--- config.mk ---
export PLATFORM = sky130hd
export DESIGN_NAME = seg_scan_driver
export DESIGN_NICKNAME = d
export VERILOG_FILES = /design/src/rtl/seg_scan_driver.sv
export SDC_FILE = /design/constraint.sdc
export NUM_CORES = 1
export LEC_CHECK = 0
export CAP_MARGIN = 20
export CORE_MARGIN = 2
export CORE_UTILIZATION = 30
export CTS_BUF_LIST = sky130_fd_sc_hd__clkbuf_8
export DETAILED_ROUTE_END_ITERATION = 7
export DONT_BUFFER_PORTS = 1
export HOLD_SLACK_MARGIN = 0.1
export PLACE_DENSITY_LB_ADDON = 0.05
export SLEW_MARGIN = 20
export SYNTH_ARGS = -nofsm -noshare
export SYNTH_HDL_FRONTEND = slang
export SYNTH_SLANG_ARGS = --single-unit
--- constraint.sdc ---
create_clock -name clk -period 2.3 [get_ports clk]
set_input_delay 0.46 -clock clk [delete_from_list [all_inputs] [get_ports clk]]
set_output_delay 0.46 -clock clk [all_outputs]
set_load 0.02 [all_outputs]
--- src/rtl/seg_scan_driver.sv ---
//------------------------------------------------------------------------------
// seg_scan_driver: multiplexed seven-segment scan driver, double-buffered.
// Rev 1.0
//------------------------------------------------------------------------------
`default_nettype none

module seg_scan_driver #(
  parameter int N_DIGITS       = 8,
  parameter int SCAN_DIV       = 4,
  parameter bit SEG_ACTIVE_LOW = 1'b1
) (
  input  logic                          clk,
  input  logic                          rst_n,
  input  logic                          load,
  input  logic [8*N_DIGITS-1:0]         data_in,
  input  logic                          mode_in,
  input  logic [N_DIGITS-1:0]           blank_in,
  input  logic [N_DIGITS-1:0]           dp_in,
  output logic [7:0]                    seg,
  output logic [N_DIGITS-1:0]           an,
  output logic [$clog2(N_DIGITS)-1:0]   scan_idx,
  output logic                          frame_done
);

  localparam int IDX_W = $clog2(N_DIGITS);
  localparam int PRE_W = (SCAN_DIV > 1) ? $clog2(SCAN_DIV) : 1;

  localparam logic [PRE_W-1:0]    C_PRE_LAST = PRE_W'(SCAN_DIV - 1);
  localparam logic [IDX_W-1:0]    C_IDX_LAST = IDX_W'(N_DIGITS - 1);
  localparam logic [7:0]          C_SEG_OFF  = SEG_ACTIVE_LOW ? 8'hFF : 8'h00;
  localparam logic [N_DIGITS-1:0] C_AN_OFF   = SEG_ACTIVE_LOW ? '1 : '0;

  logic [PRE_W-1:0]      r_presc;
  logic [8*N_DIGITS-1:0] r_pend_data, r_act_data;
  logic                  r_pend_mode, r_act_mode;
  logic [N_DIGITS-1:0]   r_pend_blank, r_act_blank;
  logic [N_DIGITS-1:0]   r_pend_dp, r_act_dp;

  logic                  w_tick;
  logic                  w_wrap;
  logic [7:0]            w_byte;
  logic [3:0]            w_nib;
  logic [6:0]            w_dec;
  logic [7:0]            w_pattern;
  logic [N_DIGITS-1:0]   w_an;

  assign w_tick = (r_presc == C_PRE_LAST);
  assign w_wrap = w_tick && (scan_idx == C_IDX_LAST);

  always_ff @(posedge clk or negedge rst_n) begin
    if (!rst_n) begin
      r_presc    <= '0;
      scan_idx   <= '0;
      frame_done <= 1'b0;
    end else begin
      frame_done <= w_wrap;
      if (w_tick) begin
        r_presc  <= '0;
        scan_idx <= w_wrap ? '0 : scan_idx + 1'b1;
      end else begin
        r_presc  <= r_presc + 1'b1;
      end
    end
  end

  // A load coinciding with the frame boundary bypasses straight into the
  // active buffer so it is shown from digit 0 of the new frame.
  always_ff @(posedge clk or negedge rst_n) begin
    if (!rst_n) begin
      r_pend_data  <= '0;
      r_pend_mode  <= 1'b0;
      r_pend_blank <= '1;
      r_pend_dp    <= '0;
      r_act_data   <= '0;
      r_act_mode   <= 1'b0;
      r_act_blank  <= '1;
      r_act_dp     <= '0;
    end else begin
      if (load) begin
        r_pend_data  <= data_in;
        r_pend_mode  <= mode_in;
        r_pend_blank <= blank_in;
        r_pend_dp    <= dp_in;
      end
      if (w_wrap) begin
        r_act_data  <= load ? data_in  : r_pend_data;
        r_act_mode  <= load ? mode_in  : r_pend_mode;
        r_act_blank <= load ? blank_in : r_pend_blank;
        r_act_dp    <= load ? dp_in    : r_pend_dp;
      end
    end
  end

  assign w_byte = r_act_data[{scan_idx, 3'b000} +: 8];
  assign w_nib  = r_act_data[{scan_idx, 2'b00} +: 4];

  always_comb begin
    w_dec = 7'h00;
    case (w_nib)
      4'h0: w_dec = 7'h3F;
      4'h1: w_dec = 7'h06;
      4'h2: w_dec = 7'h5B;
      4'h3: w_dec = 7'h4F;
      4'h4: w_dec = 7'h66;
      4'h5: w_dec = 7'h6D;
      4'h6: w_dec = 7'h7D;
      4'h7: w_dec = 7'h07;
      4'h8: w_dec = 7'h7F;
      4'h9: w_dec = 7'h6F;
      4'hA: w_dec = 7'h77;
      4'hB: w_dec = 7'h7C;
      4'hC: w_dec = 7'h39;
      4'hD: w_dec = 7'h5E;
      4'hE: w_dec = 7'h79;
      4'hF: w_dec = 7'h71;
      default: w_dec = 7'h00;
    endcase
  end

  always_comb begin
    w_pattern = 8'h00;
    if (!r_act_blank[scan_idx]) begin
      w_pattern = r_act_mode ? w_byte : {r_act_dp[scan_idx], w_dec};
    end
  end

  assign w_an = N_DIGITS'(1) << scan_idx;

  // Anode stays enabled on blanked digits; only the segments go dark.
  always_ff @(posedge clk or negedge rst_n) begin
    if (!rst_n) begin
      seg <= C_SEG_OFF;
      an  <= C_AN_OFF;
    end else begin
      seg <= SEG_ACTIVE_LOW ? ~w_pattern : w_pattern;
      an  <= SEG_ACTIVE_LOW ? ~w_an : w_an;
    end
  end

endmodule

`default_nettype wire

==> metrics.cfg, run 1 <==
[layout]
area_delta_synth_final_pct=13.1
layout-drive-gt1-share_pct=56.4
stdcell_area_um2=8940
seq_area_um2=4650
fill_cells=2542
multiInputGateArea_um2=3130
layout.nets=611
finish.utilization_pct=34.4
fin_cells=865

[synth]
async_flop_share_pct=100
yosysWarningCount=0
synth.avg_cell_area_um2=16.0
syn-num-nets=592
yosysSeqAreaShare_pct=58.8
ys_types=29
synth_edf_count=0
synth-seq-cells=184
syn_area_um2=7900
synth_ff_type=dfrtp_1
synthCells=495

[drt]
drc=0
ant_nets=0
drtPass1Iterations=4
viasPerCell=4.77
wl_um=17300
via_count=4123
drt-initial-drc-count=149
avgRoutedWirePerCell_um=20.0

[hold_path]
hold_path.class=in -> async

[global_routing]
grt_pass1_vias=4672
grt.overflow.total=0
grt_pass1_wl_um=27700
grt_usage_pct=13.2
antenna_found_initial=6
grt_max_degree=185

[worst_setup_path]
critPathMaxStageDelay_ps=480
worstPathArrival_ps=2620
crit_path_start_kind=flip-flop
cp_top_family=multiplexers
worstSetupPathType=reg -> reg
critPathCaptureType=flip-flop
cp_max_fo=6
worstPathRequired_ps=2680
crit_top_cell=mux2_4
path_buf_inv=2
slowest_stage=mux4_2
path_cells=buf_12 -> mux4_2 -> mux2_4 -> inv_4 -> ha_4 -> mux2_4 -> a32oi_2 -> nand3_1

[status]
violations=hold timing
status=complete, but fails checks

[cts]
cts_tree=yes
cts_max_level=4
cts_max_path_buffers=2
clk_pin_slew_ps=100
root_buffer=clkbuf_8
cts.sinks=184
numCtsBuffers=17
clk_latency_ps=470

[timing]
fin_crit_ps=2230
holdWs_ps=-308
maxSlewHeadroom_pct=67.2
setup_tns_ps=0
slew_violations=0
worst_pin_slew_ps=492
rsz0062_at_grt=yes
fin_skew_ps=23.0
setup_ws_ps=67.5
final_hold_viol_count=165
fmax_ghz=0.448
finalSetupViolCount=0
timing.final.crit_share_pct=97.1

[place]
place.gp.congestion=0.774
dp_cells=822
pre_cts_slack_ps=-31.0
dpl_cell_area_um2=8390
port-buffer-count=0
hpwl_um=11700

[power_and_ir_drop]
ir_worst_vdd_v=0.000343
leakage_nw=3.54
p_per_area_nw_per_um2=742

[job]
cap_violations=0

[floorplanning]
die_w_um=166
start_util_pct=30.4
design.die.area_um2=27700
core_area_um2=26000
rows=59
die_h_um=166
pin_count=104

-- cells in the final DEF, fill, tap and decap left out, types with 3 or more instances in the layout --
master,synthesis,routed
a21oi_1,3,3
buf_12,0,4
buf_4,2,21
clkbuf_8,0,17
clkinvlp_4,0,3
dfrtp_1,152,150
dfstp_2,32,32
diode_2,0,3
ha_1,13,10
inv_1,9,7
inv_8,0,6
mux2_2,164,162
mux2i_1,9,8
mux4_2,22,27
nand2_1,24,24
nand3_1,9,9
nor2_1,4,4
o211ai_1,4,4
o21ai_0,3,3
-- worst reg2reg max path, stage by stage (launching register included) --
cell and delay (ps):
dfrtp_2 430, buf_12 130, mux4_2 490, mux2_4 330, inv_4 90, ha_4 200, mux2_4 260, a32oi_2 150
nand3_1 90
-- synthesized netlist by cell type (4+ instances only) --
cell type | count | area (um^2)
mux2i_1 | 9 | 90.1
ha_1 | 13 | 163
dfstp_2 | 32 | 841
mux4_1 | 7 | 184
dfrtp_1 | 152 | 3800
mux4_2 | 22 | 495
inv_1 | 9 | 33.8
o211ai_1 | 4 | 30.0
nand2_1 | 24 | 90.1
clkbuf_1 | 21 | 78.8
nand3_1 | 9 | 45.0
nor2_1 | 4 | 15.0
mux2_2 | 164 | 1850
-- worst paths after layout --
path	slack [ps]	cells past startpoint	to	start
min reg2reg	430	1	r_presc[0]$_DFF_PN0_	r_presc[0]$_DFF_PN0_
max reg2reg	70	8	seg[1]$_DFF_PN1_	scan_idx[0]$_DFFE_PN0P_
max in group asynchronous	2170	0	seg[4]$_DFF_PN1_	rst_n
min in group clk	150	1	r_pend_data[62]$_DFF_PN0_	data_in[62]
max	70	8	seg[1]$_DFF_PN1_	scan_idx[0]$_DFFE_PN0P_
min	-310	0	r_pend_data[14]$_DFF_PN0_	rst_n
-- area by class of cell --
type                            instances  area share [%]
Clock inverter                         15            2.00
Inverter                               10           0.448
Tap cell                              335            4.69
Sequential cell                       184            52.0
Antenna cell                            3          0.0840
Multi-Input combinational cell        273            35.0
Clock buffer                           17            2.62
Timing Repair Buffer                   28            3.19
-- registers in the layout, summed over array words and instances (netlist names) --
name and cells:
an 8, frame_done 1, r_act_blank 8, r_act_data 64, r_act_dp 8, r_act_mode 1
r_pend_blank 8, r_pend_data 64, r_pend_dp 8, r_pend_mode 1, r_presc 2, scan_idx 3
seg 8
-- per-stage QoR --
stage	hold slack (ps)	total power [mW]
after CTS	-354	6.74
after detailed placement	176	4.42
final	-308	6.63
after global placement	174	4.40
after floorplan	164	4.25
after global routing	-383	7.02
-- per-layer routing --
metal | wire (um) | global-route usage [%] | vias up | share of wire, %
li1 | - | - | 1839 | -
met1 | 7710 | 16.9 | 2173 | 45
met2 | 8270 | 20.8 | 81 | 48
met3 | 905 | 4.53 | 24 | 5.2
met4 | 333 | 4.65 | 6 | 1.9
met5 | 43 | 0 | - | 0.25
-- power breakdown --
| part | switching, mW | internal (mW) | total, mW |
|---|---|---|---|
| clock network | 1.34 | 0.926 | 2.27 |
| registers | 0.180 | 3.57 | 3.75 |
| logic | 0.230 | 0.383 | 0.613 |
| total | 1.75 | 4.88 | 6.63 |
-- logic make-up (layout without fill, tap and decap cells) --
logic type	Yosys count	count (layout)	share of synthesized area, %
other	0	3	0
buffers and inverters	38	70	2.04
muxes	204	204	33.5
adders and majority gates	13	13	2.06
and+or+nand+nor	40	40	2.14
DFF	184	184	58.8
AOI/OAI and AO/OA	16	16	1.46
-- repair_timing --
| item | in CTS | in global routing |
|---|---|---|
| hold endpoints to repair | 184 | 184 |
| setup endpoints to repair | 3 | 6 |
| pin swaps | 0 | 3 |
| buffers inserted | 1 | 6 |
| cloned | 0 | 1 |
| gates resized for setup | 0 | 11 |
(Power assumes the default switching activity.)
==> inputs of run 2 (changes only) <==
--- a/config.mk
+++ b/config.mk
@@ -5,12 +5,13 @@
 export SDC_FILE = /design/constraint.sdc
 export NUM_CORES = 1
 export LEC_CHECK = 0
-export CAP_MARGIN = 20
+export CORE_ASPECT_RATIO = 0.7
 export CORE_MARGIN = 2
 export CORE_UTILIZATION = 30
 export CTS_BUF_LIST = sky130_fd_sc_hd__clkbuf_8
 export DETAILED_ROUTE_END_ITERATION = 7
 export DONT_BUFFER_PORTS = 1
+export GPL_ROUTABILITY_DRIVEN = 0
 export HOLD_SLACK_MARGIN = 0.1
 export PLACE_DENSITY_LB_ADDON = 0.05
 export SLEW_MARGIN = 20
==> metrics.cfg, run 2 (synthesis gave the netlist of run 1 again) <==
[drt]
viasPerCell=4.54  ; was 4.77
avgRoutedWirePerCell_um=19.1  ; was 20.0 um
drtPass1Iterations=4  ; unchanged
via_count=4029  ; was 4123
drc=0  ; unchanged
wl_um=17000  ; was 17300 um
drt-initial-drc-count=114  ; was 149
ant_nets=0  ; unchanged

[floorplanning]
start_util_pct=30.6  ; was 30.4%
design.die.area_um2=27700  ; about the same
die_h_um=140  ; was 166 um
die_w_um=198  ; was 166 um
rows=49  ; was 59
core_area_um2=25800  ; was 26000 um^2
pin_count=104  ; unchanged

[cts]
cts_max_level=4  ; unchanged
root_buffer=clkbuf_8  ; unchanged
cts.sinks=184  ; unchanged
cts_max_path_buffers=2  ; unchanged
holdBufCountCts=1
clk_latency_ps=470  ; about the same
cts_tree=yes  ; unchanged
clk_pin_slew_ps=100  ; about the same
numCtsBuffers=17  ; unchanged

[timing]
rsz0062_at_grt=yes  ; unchanged
fmax_ghz=0.448  ; about the same
maxSlewHeadroom_pct=69.9  ; was 67.2%
fin_skew_ps=13.1  ; was 23.0 ps
worst_pin_slew_ps=451  ; was 492 ps
holdWs_ps=-328  ; was -308 ps
timing.final.crit_share_pct=97.1  ; about the same
setup_ws_ps=67.2  ; was 67.5 ps
slew_violations=0  ; unchanged
fin_crit_ps=2230  ; about the same
final_hold_viol_count=184  ; was 165
finalSetupViolCount=0  ; unchanged

[worst_setup_path]
worstPathRequired_ps=2680  ; about the same
worstSetupPathType=reg -> reg  ; unchanged
slowest_stage=mux4_2  ; unchanged
rr_endpoint=seg[3]$_DFF_PN1_  ; was seg[1]$_DFF_PN1_
cp_max_fo=5  ; was 6
crit_end=seg[3]$_DFF_PN1_  ; was seg[1]$_DFF_PN1_
path_cells=buf_8 -> mux4_2 -> mux2_4 -> buf_4 -> ha_1 -> mux2_4 -> mux2i_1 -> o211ai_1  ; was buf_12 -> mux4_2 -> mux2_4 -> inv_4 -> ha_4 -> mux2_4 -> a32oi_2 -> nand3_1
worstPathArrival_ps=2610  ; was 2620 ps
worst-path-stages=8  ; unchanged
path_buf_inv=2  ; unchanged
cp_top_family=multiplexers  ; unchanged
r2r_slack_ps=70  ; about the same
r2r_cells=8  ; unchanged
crit_path_start_kind=flip-flop  ; unchanged
critical_path.startpoint=scan_idx[0]$_DFFE_PN0P_  ; unchanged
critPathCaptureType=flip-flop  ; unchanged
r2r_start=scan_idx[0]$_DFFE_PN0P_  ; unchanged
critPathMaxStageDelay_ps=490  ; was 480 ps
crit_top_cell=mux2_4  ; unchanged

[layout]
fin_cells=888  ; was 865
final_cell_mix=162 x mux2_2, 150 x dfrtp_1, 32 x dfstp_2  ; unchanged
area_delta_synth_final_pct=13.0  ; was 13.1%
top_regs=r_act_data: 64 flops, r_pend_data: 64 flops  ; unchanged
fill_cells=2460  ; was 2542
mostFrequentLayoutCell=mux2_2  ; unchanged
layout-drive-gt1-share_pct=55.7  ; was 56.4%
layout.nets=615  ; was 611
stdcell_area_um2=8930  ; was 8940 um^2
finish.utilization_pct=34.6  ; was 34.4%

[status]
violations=hold timing  ; unchanged
status=complete, but fails checks  ; unchanged

[power_and_ir_drop]
power_mw=6.50  ; was 6.63 mW
ir_worst_vdd_v=0.000329  ; was 0.000343 V
p_per_area_nw_per_um2=728  ; was 742 nW/um^2
leakage_nw=3.55  ; was 3.54 nW

[place]
port-buffer-count=0  ; unchanged
hpwl_um=11700  ; about the same
dpl_cell_area_um2=8410  ; was 8390 um^2
pre_cts_slack_ps=-99.7  ; was -31.0 ps
dp_cells=844  ; was 822

[global_routing]
grt.overflow.total=0  ; unchanged
grt_pass1_wl_um=27300  ; was 27700 um
grt_pass1_vias=4599  ; was 4672
antenna_found_initial=1  ; was 6
grt_usage_pct=13.2  ; about the same
grt_max_degree=185  ; unchanged

[hold_path]
hold_path.class=in -> async  ; unchanged

[job]
cap_violations=0  ; unchanged

## run 2: cell count changes in the layout (fill, tap and decap cells not counted), moves of 2 or more
cell	previous run	this run
buf_4	21	23
buf_8	0	2
clkinv_2	0	4
clkinv_8	2	0
diode_2	3	1
ha_1	10	12
inv_1	7	9
inv_8	6	0
## run 2: routing by layer
metal	global-route usage, %	vias to the layer above	wire (um)
met5	0	-	0
met4	4.08	0	195
met3	4.22	14	732
met2	19.1	68	7380
met1	18.9	2107	8640
li1	-	1840	-
## run 2: layout make-up
class / instances / area [um^2] / area share, %
Tap cell: 357 / 447 / 5.00
Sequential cell: 184 / 4650 / 52.1
Multi-Input combinational cell: 273 / 3110 / 34.9
Antenna cell: 1 / 2.50 / 0.0280
Timing Repair Buffer: 32 / 303 / 3.39
Clock inverter: 14 / 136 / 1.53
Clock buffer: 17 / 234 / 2.62
Inverter: 10 / 40.0 / 0.449
## run 2: worst min-delay path by stage
| stage | from | end | slack, ps | cells past startpoint |
|---|---|---|---|---|
| 5_1_grt | rst_n | r_act_data[50]$_DFFE_PN0P_ | -370 | 0 |
| 2_1_floorplan | rst_n | frame_done$_DFF_PN0_ | 160 | 0 |
| 4_1_cts | rst_n | r_pend_data[41]$_DFF_PN0_ | -370 | 0 |
| 6_report | rst_n | r_act_data[50]$_DFFE_PN0P_ | -330 | 0 |
| 3_3_place_gp | rst_n | r_pend_data[58]$_DFF_PN0_ | 170 | 0 |
| 3_5_place_dp | rst_n | r_pend_data[54]$_DFF_PN0_ | 170 | 0 |
## run 2: where the power goes
part	leakage [nW]	switching [mW]	internal (mW)	total (mW)
Sequential	2.11	0.177	3.57	3.75
Combinational	1.24	0.234	0.396	0.631
Clock	0.190	1.17	0.948	2.12
## run 2: timing repair
item,in CTS,in global routing
hold endpoints to repair,185,184
pin swaps,1,4
setup endpoints to repair,80,78
resized for setup,4,12
setup buffers,7,4
## run 2: worst reg2reg max path, cell delays in order, from the launching register on
cell and delay [ps]:
dfrtp_2 380, buf_8 130, mux4_2 500, mux2_4 330, buf_4 150, ha_1 180, mux2_4 250, mux2i_1 130
o211ai_1 100
## run 2: metrics by stage
step	TNS, ps	hold WS [ps]
after floorplan	0	164
after global placement	-181	169
after detailed placement	-2150	170
after CTS	0	-372
after global routing	-77.8	-374
final	0	-328
